$ cat src/rtl/lift_request_scheduler_if.sv
// Purpose: handshake between the request scheduler and the lift FSM.
//   lift_done : FSM idle and ready for the next request (FSM -> scheduler)
//   req_code  : 3-bit request code driven onto the FSM din (scheduler -> FSM)
//   q_empty   : no request offered, FSM holds (scheduler -> FSM)
interface lift_request_scheduler_if;
    logic       lift_done;
    logic [2:0] req_code;
    logic       q_empty;

    // Scheduler side
    modport master (
        input  lift_done,
        output req_code,
        output q_empty
    );

    // Lift FSM side
    modport slave (
        output lift_done,
        input  req_code,
        input  q_empty
    );
endinterface

$ cat src/rtl/lift_request_scheduler.sv
// Purpose: collects hall calls of a 4-floor lift into a pending mask and feeds
// them one at a time to the lift FSM using a sweep (SCAN) policy: the current
// travel direction is kept while calls remain in it.
// Ports:
//   clk          : clock, all logic on posedge
//   rst          : synchronous reset, active-high
//   call_btn     : hall calls, bit0=1U bit1=2U bit2=3U bit3=2D bit4=3D bit5=4D
//   lift         : handshake to the lift FSM (lift_done in; req_code, q_empty out)
//   pending      : registered pending-call mask, same bit map as call_btn
//   served_count : requests accepted by the FSM, wraps at 2^CNT_W
//   err_timeout  : sticky flag, set when an issued request is never accepted
module lift_request_scheduler #(
    parameter int unsigned ACK_TIMEOUT = 16,
    parameter int unsigned CNT_W       = 8,
    parameter bit          EDGE_DET    = 1'b1
) (
    input  logic                     clk,
    input  logic                     rst,
    input  logic [5:0]               call_btn,
    lift_request_scheduler_if.master lift,
    output logic [5:0]               pending,
    output logic [CNT_W-1:0]         served_count,
    output logic                     err_timeout
);

    localparam int unsigned NCALL = 6;
    localparam int unsigned IDX_W = 3;
    localparam int unsigned TMR_W = (ACK_TIMEOUT > 2) ? $clog2(ACK_TIMEOUT) : 1;

    typedef enum logic [1:0] {
        S_IDLE,
        S_ISSUE,
        S_WAIT_DONE
    } state_t;

    state_t             state_q;
    logic [NCALL-1:0]   pending_q;
    logic [NCALL-1:0]   pending_d;
    logic [NCALL-1:0]   btn_q;
    logic [NCALL-1:0]   set_vec;
    logic [NCALL-1:0]   clr_vec;
    logic               dir_up_q;
    logic [IDX_W-1:0]   sel_q;
    logic [IDX_W-1:0]   sel_d;
    logic [IDX_W-1:0]   up_idx;
    logic [IDX_W-1:0]   dn_idx;
    logic               up_any;
    logic               dn_any;
    logic [TMR_W-1:0]   tmr_q;
    logic [2:0]         req_code_q;
    logic               q_empty_q;
    logic [CNT_W-1:0]   served_q;
    logic               err_q;

    // Request code seen by the FSM for each pending-mask index.
    function automatic logic [2:0] code_of(input logic [IDX_W-1:0] idx);
        logic [2:0] code;
        case (idx)
            3'd0:    code = 3'b001;  // 1U
            3'd1:    code = 3'b010;  // 2U
            3'd2:    code = 3'b011;  // 3U
            3'd3:    code = 3'b110;  // 2D
            3'd4:    code = 3'b111;  // 3D
            3'd5:    code = 3'b100;  // 4D
            default: code = 3'b000;
        endcase
        return code;
    endfunction

    // Call capture: edge mode turns a held button into a single call.
    always_comb begin
        set_vec = call_btn;
        if (EDGE_DET) begin
            set_vec = call_btn & ~btn_q;
        end
    end

    // Acceptance of the issued call clears its bit; a same-cycle set wins.
    always_comb begin
        clr_vec = '0;
        if (state_q == S_ISSUE && !lift.lift_done) begin
            clr_vec = NCALL'(1) << sel_q;
        end
        pending_d = (pending_q & ~clr_vec) | set_vec;
    end

    // SCAN selection: first call in the current direction, else the other one.
    always_comb begin
        up_any = |pending_q[2:0];
        dn_any = |pending_q[5:3];

        if (pending_q[0])      up_idx = 3'd0;
        else if (pending_q[1]) up_idx = 3'd1;
        else                   up_idx = 3'd2;

        if (pending_q[5])      dn_idx = 3'd5;
        else if (pending_q[4]) dn_idx = 3'd4;
        else                   dn_idx = 3'd3;

        if (dir_up_q) sel_d = up_any ? up_idx : dn_idx;
        else          sel_d = dn_any ? dn_idx : up_idx;
    end

    // Controller: state, selection latch, timer, counters and registered
    // FSM-facing outputs, which always take the value of the state being entered.
    always_ff @(posedge clk) begin
        if (rst) begin
            state_q    <= S_IDLE;
            pending_q  <= '0;
            btn_q      <= '0;
            dir_up_q   <= 1'b1;
            sel_q      <= '0;
            tmr_q      <= '0;
            req_code_q <= 3'b000;
            q_empty_q  <= 1'b1;
            served_q   <= '0;
            err_q      <= 1'b0;
        end else begin
            btn_q     <= call_btn;
            pending_q <= pending_d;

            case (state_q)
                S_IDLE: begin
                    req_code_q <= 3'b000;
                    q_empty_q  <= (pending_d == '0);
                    if (pending_q != '0 && lift.lift_done) begin
                        state_q    <= S_ISSUE;
                        sel_q      <= sel_d;
                        dir_up_q   <= (sel_d < 3'd3);
                        tmr_q      <= '0;
                        req_code_q <= code_of(sel_d);
                        q_empty_q  <= 1'b0;
                    end
                end

                S_ISSUE: begin
                    if (!lift.lift_done) begin
                        // FSM went busy: request accepted.
                        state_q    <= S_WAIT_DONE;
                        served_q   <= served_q + CNT_W'(1);
                        req_code_q <= 3'b000;
                        q_empty_q  <= 1'b1;
                    end else if (tmr_q == TMR_W'(ACK_TIMEOUT - 1)) begin
                        // Never accepted: abort, keep the call pending.
                        state_q    <= S_IDLE;
                        err_q      <= 1'b1;
                        req_code_q <= 3'b000;
                        q_empty_q  <= (pending_d == '0);
                    end else begin
                        tmr_q <= tmr_q + TMR_W'(1);
                    end
                end

                S_WAIT_DONE: begin
                    // FSM ignores din while busy, so present an empty queue.
                    req_code_q <= 3'b000;
                    q_empty_q  <= 1'b1;
                    if (lift.lift_done) begin
                        state_q   <= S_IDLE;
                        q_empty_q <= (pending_d == '0);
                    end
                end

                default: begin
                    state_q    <= S_IDLE;
                    req_code_q <= 3'b000;
                    q_empty_q  <= 1'b1;
                end
            endcase
        end
    end

    assign lift.req_code = req_code_q;
    assign lift.q_empty  = q_empty_q;
    assign pending       = pending_q;
    assign served_count  = served_q;
    assign err_timeout   = err_q;

endmodule
$ cat src/flat_wrapper.sv
// flat-port wrapper written by rule: the top's interface ports become plain ports
module lift_request_scheduler_flat 
#(
    parameter int unsigned ACK_TIMEOUT = 16,
    parameter int unsigned CNT_W       = 8,
    parameter bit          EDGE_DET    = 1'b1
)
  (clk, rst, call_btn, pending, served_count, err_timeout, lift_lift_done, lift_req_code, lift_q_empty);
  lift_request_scheduler_if lift_i ();
  input  logic clk;
  input  logic rst;
  input  logic [5:0] call_btn;
  output logic [5:0] pending;
  output logic [CNT_W-1:0] served_count;
  output logic err_timeout;
  input wire logic [$bits(lift_i.lift_done)-1:0] lift_lift_done;
  output wire logic [$bits(lift_i.req_code)-1:0] lift_req_code;
  output wire logic [$bits(lift_i.q_empty)-1:0] lift_q_empty;
  assign lift_i.lift_done = lift_lift_done;
  assign lift_req_code = lift_i.req_code;
  assign lift_q_empty = lift_i.q_empty;
  lift_request_scheduler #(.ACK_TIMEOUT(ACK_TIMEOUT), .CNT_W(CNT_W), .EDGE_DET(EDGE_DET)) u_core (.clk(clk), .rst(rst), .call_btn(call_btn), .lift(lift_i), .pending(pending), .served_count(served_count), .err_timeout(err_timeout));
endmodule
$ cat config.mk
export PLATFORM = sky130hd
export DESIGN_NAME = lift_request_scheduler_flat
export DESIGN_NICKNAME = d
export VERILOG_FILES = /design/src/rtl/lift_request_scheduler_if.sv /design/src/rtl/lift_request_scheduler.sv /design/src/flat_wrapper.sv
export SDC_FILE = /design/constraint.sdc
export NUM_CORES = 1
export LEC_CHECK = 0
export ABC_AREA = 1
export CORE_MARGIN = 2
export CORE_UTILIZATION = 52
export CTS_CLUSTER_DIAMETER = 40
export DETAILED_ROUTE_END_ITERATION = 8
export GPL_TIMING_DRIVEN = 0
export PLACE_DENSITY = 0.79
export SLEW_MARGIN = 20
export SYNTH_ARGS = -nofsm -noshare
export SYNTH_HDL_FRONTEND = slang
export SYNTH_SLANG_ARGS = --single-unit
export TNS_END_PERCENT = 5
$ cat constraint.sdc
create_clock -name clk -period 1.6 [get_ports clk]
set_input_delay 0.4 -clock clk [delete_from_list [all_inputs] [get_ports clk]]
set_output_delay 0.4 -clock clk [all_outputs]
set_load 0.03 [all_outputs]
---- Yosys cells after proc, flatten, opt, wreduce, memory -nomap -nowiden ----
Cells that the tools add are included.
storage, ports and cells
  register bits after elaboration ......... 35
  logic and storage cells ................. 75
cells by class
  $add $sub $neg .......................... 2
  order comparisons ....................... 1
  equality and inequality tests ........... 13
  shift-type cells ........................ 1
  muxes and demuxes ....................... 27
  bitwise operators ....................... 6
  reduce and logical (&&, ||, !) cells .... 15
operators by type and width
  cell                                                  number
  2-to-1 mux 3 bit                                      9
  one-hot mux 3 bit (6 select lines)                    1
  AND 6 bit                                             2
  2-to-1 mux 4 bit                                      3
  inverter 6 bit                                        2
  2-to-1 mux 2 bit                                      5
  adder 8 x 1 -> 8 bit (second input constant)          1
  one-hot mux 4 bit (2 select lines)                    1
  equality test 3 x 2 -> 1 bit (second input constant)  2
  equality test 3 bit (second input constant)           2
  logical NOT 6 bit                                     1
  2-to-1 mux 6 bit                                      1
  != test 2 bit (second input constant)                 3
  OR 6 bit                                              1
  one-hot mux 2 bit (3 select lines)                    1
  one-hot mux 3 bit (2 select lines)                    1
  AND reduction 3 bit                                   2
  nonzero test 6 bit                                    1
  OR reduction 3 bit                                    2
  left shift 1 x 3 -> 6 bit (first input constant)      1
  adder 4 x 1 -> 4 bit (second input constant)          1
  equality test 4 bit (second input constant)           1
  2-to-1 mux 1 bit                                      4
  AND reduction 2 bit                                   2
  14 further kinds                                      15

---- Longest topological paths before layout ----
Gate-level depths: netlist of the first run.
  word-level depth ........................ 10
  depth in mapped cells ................... 12
  depth with buffers taken out ............ 12

---- Worst setup path after synthesis of the first run ----
OpenSTA, ideal clock, no wires.
  path kind ............................... reg2reg
  from .................................... reg u_core.pending_q[4] (netlist: u_core.pending[4])
  to ...................................... reg u_core.req_code_q[1] (netlist: u_core.lift.req_code[1])
  setup time .............................. 0.065 ns
  data arrival time ....................... 1.377 ns
  setup slack ............................. 0.157 ns
  stages on the path, launching flop included .. 9
  path buffers ............................ 0
  period minus slack after synthesis ...... 1.443 ns
  cell sequence ........................... dfxtp_1 > nor2_1 > nand3_2 > nand3_2 > nor2_1 > nand2_1 > o21ai_1 > nor2_1 > nor2_1
between the ends
  word-level cells in the longest chain between the ends .. 8
ends and longest elaborated chain
  element                                            line                                                          RTL
  from (decl)                                        lift_request_scheduler.sv:37                                  logic [NCALL-1:0] pending_q;
  from (signal assigned)                             lift_request_scheduler.sv:120                                 pending_q <= pending_d;
  2-to-1 mux 3 bit                                   lift_request_scheduler.sv:97                                  else if (pending_q[4]) dn_idx = 3'd4;
  2-to-1 mux 3 bit                                   lift_request_scheduler.sv:96                                  if (pending_q[5]) dn_idx = 3'd5;
  2-to-1 mux 3 bit (on tied branches)                lift_request_scheduler.sv:101, lift_request_scheduler.sv:100
  2-to-1 mux 3 bit                                   lift_request_scheduler.sv:100                                 if (dir_up_q) sel_d = up_any ? up_idx : dn_idx;
  equality test 3 bit, or another cell as far along  lift_request_scheduler.sv:58                                  case (idx)
  one-hot mux 3 bit (6 select lines)                 lift_request_scheduler.sv:58
  2-to-1 mux 3 bit (*)                               lift_request_scheduler.sv:126                                 if (pending_q != '0 && lift.lift_done) begin
  one-hot mux 3 bit (2 select lines) (*)             lift_request_scheduler.sv:122                                 case (state_q)
  to (signal assigned)                               lift_request_scheduler.sv:131                                 req_code_q <= code_of(sel_d);
  to (decl)                                          lift_request_scheduler.sv:50                                  logic [2:0] req_code_q;
Mark *: on every way between the ends. The rest lies on a longest branch, timed or not.
A chain may end at the register's enable or synchronous reset.

---- Worst setup path after layout of the first run ----
  from .................................... reg u_core.pending_q[1] (netlist: u_core.pending[1])
  to ...................................... out pending[1]
RTL lines
  element    line                RTL
  to (decl)  flat_wrapper.sv:13  output logic [5:0] pending;
No word-level cell between the ends.

==> results by group, run 1 <==
Critical path
  – Worst EP required: 1200 ps
  – Crit-path max cell delay: around 430 ps
  – Critical R2R Launch: u_core.state_q[1]
  – Max FO, Critical Path: 4
  – Critical path arrival: between 1000 and 1500 ps
  – Crit. End Element: output port
  – Worst setup SP type: flip-flop
  – R2R cell count: 12
  – Reg2reg setup slack: about 50 ps
  – Slowest cell on crit path: dfxtp_1
  – Critical setup path kind: flip-flop to output port
  – FF-to-FF End: u_core.lift.q_empty
  – Crit path buf inv count: 1
  – Cell family with most CP delay: flip-flops
  – CP cell instances: clkdlybuf4s15_1

Detailed routing
  – 1st-iter DRT viols: between 40 and 50
  – Metal2 WL: 1605 um
  – Per-cell routed wire length: 11.24 um
  – DR DRC count: 0
  – DR pass1 iterations: 4
  – Top Layer Used: met4
  – Post-Route WL: around 3500 um
  – DRT antenna net count: 0
  – Vias per cell: 4.955
  – Wl on met1: about 1600 um
  – Vias post-DR: roughly 1500
  – Met3 WL: ~190 um

Logic synthesis
  – Ys flop type: dfxtp_1
  – Async set-reset flop share out of synthesis: 0%
  – Syn_area_per_cell: 7.154 um^2
  – Synth cell count leaders: nor2_1, nand2_1, dfxtp_1
  – Ranking of synthesized cells by area: dfxtp_1, nor2_1, nand2_1, inv_1, a21oi_1
  – Syn Nets: 245
  – Netlist Area Pre-Place: 1645 um^2
  – Post-synth EDFFs: 0
  – Synth Warn #: 0
  – Post-synth cell types: 24
  – Count leader, synth: nor2_1
  – Register area share after synthesis: 42.59%
  – Gate Count Post-Synth: 230
  – Yosys top cell by area: dfxtp_1
  – Synth Register Bits: 35
  – Synth top area share: approximately 43%

Place
  – RD Place Congestion: 0.8687
  – Dpl cell area: 1951 um^2
  – Port buffer count: 25
  – Detailed Place HPWL: between 2000 and 3000 um
  – Inst Count DP: between 200 and 300
  – Dpl ws: -141.0 ps

Timing
  – Max Fclk: 639.3 MHz
  – Setup slack after layout: 35.86 ps
  – Final Max Slew Viols: 0
  – RSZ-0062 raised after global routing: yes
  – Slew headroom: 69.62%
  – Fin Setup TNS: 0 ps
  – Clock skew: 14.32 ps
  – Final worst path period share: 97.76%
  – Final Hold Viols: 0
  – WHS: approximately 360 ps
  – Worst-Margin Slew: 455.8 ps
  – # setup viols final: 0
  – Minimum clock period: around 1600 ps

Outcome
  – Status: complete, no violations

GRT
  – Initial antenna violation count: 0
  – GRT Overall Usage: 21.69%
  – First-pass GRT wire length: 5782 um
  – Vias in the first global route: 1324
  – Congestion Overflow GR: 0
  – Largest net degree at the start of global routing: 11

CTS
  – Worst-Skew Late Latency: 350 ps
  – Sink Count: 35
  – Inserted Clock Buffers: 5
  – Root Driver: clkbuf_4
  – Clk pin slew, worst setup/hold paths: 110 ps
  – CTS tree: done
  – Clock tree buffer depth: 2
  – Hold buffers post-CTS: 0
  – H-tree depth: 2

Layout
  – Syn-to-layout area delta: 24.94%
  – Number of antenna repair diodes: 0
  – Layout cells sized above 1: 14.66%
  – Post-route cell area: around 2100 um^2
  – Fill cell count: 270
  – Layout Cells excl Fill: 310
  – Fin nets: about 280

Pwr
  – Peak supply drop: 0.5854 mV
  – Total leakage power: 0.9250 nW
  – PD cells: 1061 nW/um^2

Floorplanning
  – IO Pins: 28
  – Die X: 60.25 um
  – Die height: 60.25 um
  – Initial Utilization: 54.34%
  – Die ar.: roughly 3600 um^2
  – Row count: 20
  – Core box area: 3028 um^2

Min path
  – Hold WC Path Type: input pin to flip-flop
  – HP Start: lift_lift_done
  – Worst Hold End: u_core.err_timeout
  – Cell count of the worst hold path: 3

Run
  – # Max-Cap Violations: 0
[worst max path at each step]
stage | start | end | slack [ps] | cells after the start
floorplan | u_core.pending[4] | u_core.lift.req_code[1] | 160 | 8
finish | u_core.pending[1] | pending[1] | 40 | 1
global route | u_core.state_q[1] | u_core.lift.q_empty | -40 | 12
detailed placement | u_core.state_q[1] | u_core.lift.q_empty | -140 | 12
CTS | u_core.state_q[1] | u_core.lift.q_empty | 4 | 12
global placement | u_core.state_q[1] | u_core.lift.q_empty | -90 | 12
[where the power goes]
part           switching (W)  total [W]  internal, W  leakage [nW]
clock               0.000305   0.000509     0.000203        0.0341
sequential         0.0000794    0.00104     0.000960         0.289
combinational       0.000405   0.000633     0.000228         0.602
total               0.000789    0.00218      0.00139         0.925
[kinds of logic after synthesis]
kind of cell               Yosys count  share of synthesized area (%)
AOI/OAI and AO/OA                   35                          11.94
adders and majority gates            6                          4.563
DFF                                 35                          42.59
xor gates and xnor gates             5                          2.662
buffers and inverters               32                          7.757
and+or+nand+nor                    117                          30.49
[repair_timing]
item,in CTS,in global routing
pin swaps,0,4
cloned,0,1
gates resized for setup,23,23
buffers inserted,0,3
endpoints found under the hold margin,0,0
setup endpoints to repair,25,18
[routing by layer]
layer	vias up	GRT usage, %
li1	802	-
met1	700	29.65
met2	28	31.83
met3	6	7.143
met4	0	7.619
met5	-	0
[registers in the layout, summed over array words and instances (netlist names)]
register / cells
u_core.lift.q_empty: 1
u_core.state_q: 2
u_core.tmr_q: 4
u_core.served_count: 8
u_core.err_timeout: 1
u_core.sel_q: 3
u_core.lift.req_code: 3
u_core.pending: 6
u_core.dir_up_q: 1
u_core.btn_q: 6
[final cells by class]
cell class / instances / area, um^2 / share of cell area (%)
clock inverter: 1 / 5.005 / 0.2435
sequential: 35 / 704.4 / 34.27
tap: 44 / 55.05 / 2.678
multi-input combinational: 164 / 869.6 / 42.30
buffer: 4 / 22.52 / 1.096
inverter: 28 / 107.6 / 5.234
timing repair buffer: 28 / 240.2 / 11.69
clock buffer: 6 / 51.30 / 2.495
[cell usage in the layout, fill, tap and decap left out, types with 2 or more instances in the layout]
master           netlist  final
nand3_1               12     11
o21ai_0                9      9
dfxtp_1               35     32
inv_1                 27     26
nor3_1                 5      4
xnor2_1                2      2
ha_1                   6      5
nor2_2                 1      3
clkdlybuf4s15_1        0      5
nand3_2                2      3
a21oi_1               19     18
dfxtp_2                0      3
a21oi_2                4      5
nor2_1                52     50
nand2_1               40     39
clkbuf_2               0      4
clkdlybuf4s50_1        0      6
buf_4                  0      3
xor2_1                 3      3
clkbuf_4               0      5
nand2_2                2      3
clkbuf_1               3      3
dlygate4sd2_1          0     10
[per-stage QoR]
stage          util [%]  power, W
3_3_place_gp      64.42  0.001619
4_1_cts           65.95  0.002124
5_1_grt           67.89  0.002310
3_5_place_dp      64.42  0.001640
6_report          67.89  0.002181
2_1_floorplan         -  0.001470
Power figures use the tool's default switching activity.
==> run 2, diff against run 1 <==
CORE_ASPECT_RATIO = 1.75   (was not set)
CORE_UTILIZATION = 55   (was 52)
DONT_BUFFER_PORTS = 1   (was not set)
PLACE_DENSITY = 0.7   (was 0.79)
==> results by group, run 2 (synthesis results as in run 1) <==
Critical path
  – R2R cell count: 12 (unchanged)
  – Worst path most repeated cell: nand2_1
  – Worst EP required: 1830 ps (was 1200 ps)
  – Critical path arrival: 1770 ps (was 1160 ps)
  – Critical setup path kind: flip-flop to flip-flop (was flip-flop to output port)
  – Crit-path max cell delay: 340 ps (was 430 ps)
  – Worst setup SP type: flip-flop (unchanged)
  – Slowest cell on crit path: dfxtp_2 (was dfxtp_1)
  – Max FO, Critical Path: 7 (was 4)
  – CP cell instances: inv_2 > ha_4 > inv_2 > nor2_8 > nand3_1 > a21oi_2 > nand2_1 > nor2_2 > nand2_1 > nand2_1 > nand2_1 > nand2_1 (was clkdlybuf4s15_1)
  – Crit. End Element: flip-flop (was output port)

Pwr
  – PD cells: 1259 nW/um^2 (was 1061 nW/um^2)
  – Comb pwr share: 21.4% (was 29.0%)
  – Sw frac: 32.14% (was 36.19%)
  – Design Power: 0.002361 W (was 0.002181 W)
  – Clock Power Share: 31.6% (was 23.3%)
  – Switching pwr: 0.0007589 W (was 0.0007893 W)
  – Peak supply drop: 0.9923 mV (was 0.5854 mV)
  – Sequential share of power: 47.1% (was 47.6%)
  – Total leakage power: 0.8057 nW (was 0.9250 nW)
  – Int Power: 0.001602 W (was 0.001391 W)

Layout
  – Fin nets: 256 (was 281)
  – Fill cell count: 273 (was 270)
  – Largest register FFs: 8 (unchanged)
  – Commonest non-fill, non-tap cells in the layout: nor2_1, nand2_1, dfxtp_1 (unchanged)
  – Syn-to-layout area delta: 13.99% (was 24.94%)
  – Commonest non-fill, non-tap cell in the layout: nor2_1 (unchanged)
  – Layout Cells excl Fill: 269 (was 310)
  – Layout cells sized above 1: 18.26% (was 14.66%)
  – Number of antenna repair diodes: 0 (unchanged)

Detailed routing
  – 1st-iter DRT viols: 27 (was 45)
  – DR pass1 iterations: 2 (was 4)
  – DR DRC count: 0 (unchanged)
  – Vias per cell: 5.387 (was 4.955)
  – Met3 WL: 139 um (was 186 um)
  – DRT antenna net count: 0 (unchanged)
  – Vias post-DR: 1449 (was 1536)
  – Wl on met1: 1350 um (was 1641 um)
  – Metal2 WL: 1962 um (was 1605 um)
  – Per-cell routed wire length: 13.11 um (was 11.24 um)
  – Post-Route WL: 3527 um (was 3485 um)
  – Top Layer Used: met4 (unchanged)

Floorplanning
  – Die ar.: 3462 um^2 (was 3630 um^2)
  – IO Pins: 28 (unchanged)
  – Die height: 76.36 um (was 60.25 um)
  – Initial Utilization: 56.83% (was 54.34%)
  – Row count: 26 (was 20)
  – Die X: 45.35 um (was 60.25 um)
  – Core box area: 2895 um^2 (was 3028 um^2)

Timing
  – Final Hold Viols: 0 (unchanged)
  – # setup viols final: 0 (unchanged)
  – Max Fclk: 647.6 MHz (was 639.3 MHz)
  – Clock skew: 5.006 ps (was 14.32 ps)
  – WHS: 245.6 ps (was 358.5 ps)
  – Minimum clock period: 1544 ps (was 1564 ps)
  – Slew headroom: 66.98% (was 69.62%)
  – Fin Setup TNS: 0 ps (unchanged)
  – Final worst path period share: 96.52% (was 97.76%)
  – Worst-Margin Slew: 495.3 ps (was 455.8 ps)
  – RSZ-0062 raised after global routing: yes (unchanged)
  – Final Max Slew Viols: 0 (unchanged)

Place
  – Port buffer count: 0 (was 25)
  – RD Place Congestion: 0.8137 (was 0.8687)
  – Inst Count DP: 258 (was 299)
  – Detailed Place HPWL: 2730 um (was 2520 um)

CTS
  – H-tree depth: 2 (unchanged)
  – Clk pin slew, worst setup/hold paths: 70 ps (was 110 ps)
  – Sink Count: 35 (unchanged)
  – Worst-Skew Late Latency: 280 ps (was 350 ps)
  – Clock tree buffer depth: 2 (unchanged)
  – CTS tree: done (unchanged)
  – Root Driver: clkbuf_8 (was clkbuf_4)
  – Inserted Clock Buffers: 5 (unchanged)

GRT
  – Initial antenna violation count: 0 (unchanged)
  – Largest net degree at the start of global routing: 11 (unchanged)
  – Congestion Overflow GR: 0 (unchanged)
  – GRT Overall Usage: 22.77% (was 21.69%)
  – First-pass GRT wire length: 5906 um (was 5782 um)
  – Vias in the first global route: 1395 (was 1324)

Outcome
  – Status: complete, no violations (unchanged)

Min path
  – Cell count of the worst hold path: 2 (was 3)
  – Hold WC Path Type: input pin to flip-flop (unchanged)

Run
  – # Max-Cap Violations: 0 (unchanged)
run 2: area by class of cell:
type | count | area (um^2) | area share, %
Tap cell | 28 | 35.03 | 1.868
Clock buffer | 6 | 72.57 | 3.869
Inverter | 28 | 105.1 | 5.604
Clock inverter | 1 | 30.03 | 1.601
Sequential cell | 35 | 714.4 | 38.09
Timing Repair Buffer | 4 | 30.03 | 1.601
Multi-Input combinational cell | 163 | 865.8 | 46.16
Buffer | 4 | 22.52 | 1.201
run 2: layer usage:
layer / vias to the layer above / global-route usage (%)
met4: 0 / 8.235
met1: 669 / 24.48
met2: 28 / 39.86
li1: 744 / -
met5: - / 0
met3: 8 / 6.398
run 2: power groups by stage:
stage	sequential (W)	clock, W	combinational (W)
after floorplan	0.00110	0	0.000374
after global placement	0.00111	0	0.000438
after detailed placement	0.00112	0	0.000454
after CTS	0.00111	0.000764	0.000479
after global routing	0.00113	0.000812	0.000577
final	0.00111	0.000745	0.000504
run 2: per-stage QoR:
stage	area (um^2)	util, %	setup slack (ps)
after floorplan	1645	-	157.4
after global placement	1680	58.04	-134.0
after detailed placement	1680	58.04	-194.3
after CTS	1829	63.18	4.600
after global routing	1876	64.78	-39.13
final	1876	64.78	55.74
run 2: what timing repair did:
action                                  CTS  global route
resized for setup                        11            14
buffers inserted                          3             1
pin swaps                                 1             6
cloned                                    0             0
endpoints found under the setup margin   10             9
endpoints found under the hold margin     0             0
hold buffers                              0             0
run 2: worst max-delay path: cells and delay by family (launching register included):
family	cells	cell delay, ps
adders and majority gates	1	160
AOI/OAI and AO/OA	1	150
buffers and inverters	2	160
and+or+nand+nor	8	700
DFF	1	340
run 2: worst paths after layout:
kind                                        start                  end  slack, ps
worst max register to register  u_core.state_q[1]  u_core.lift.q_empty         60
worst min-delay path                  call_btn[2]      u_core.btn_q[2]        250
worst max-delay path            u_core.state_q[1]  u_core.lift.q_empty         60
worst min register to register  u_core.state_q[1]    u_core.state_q[1]        530
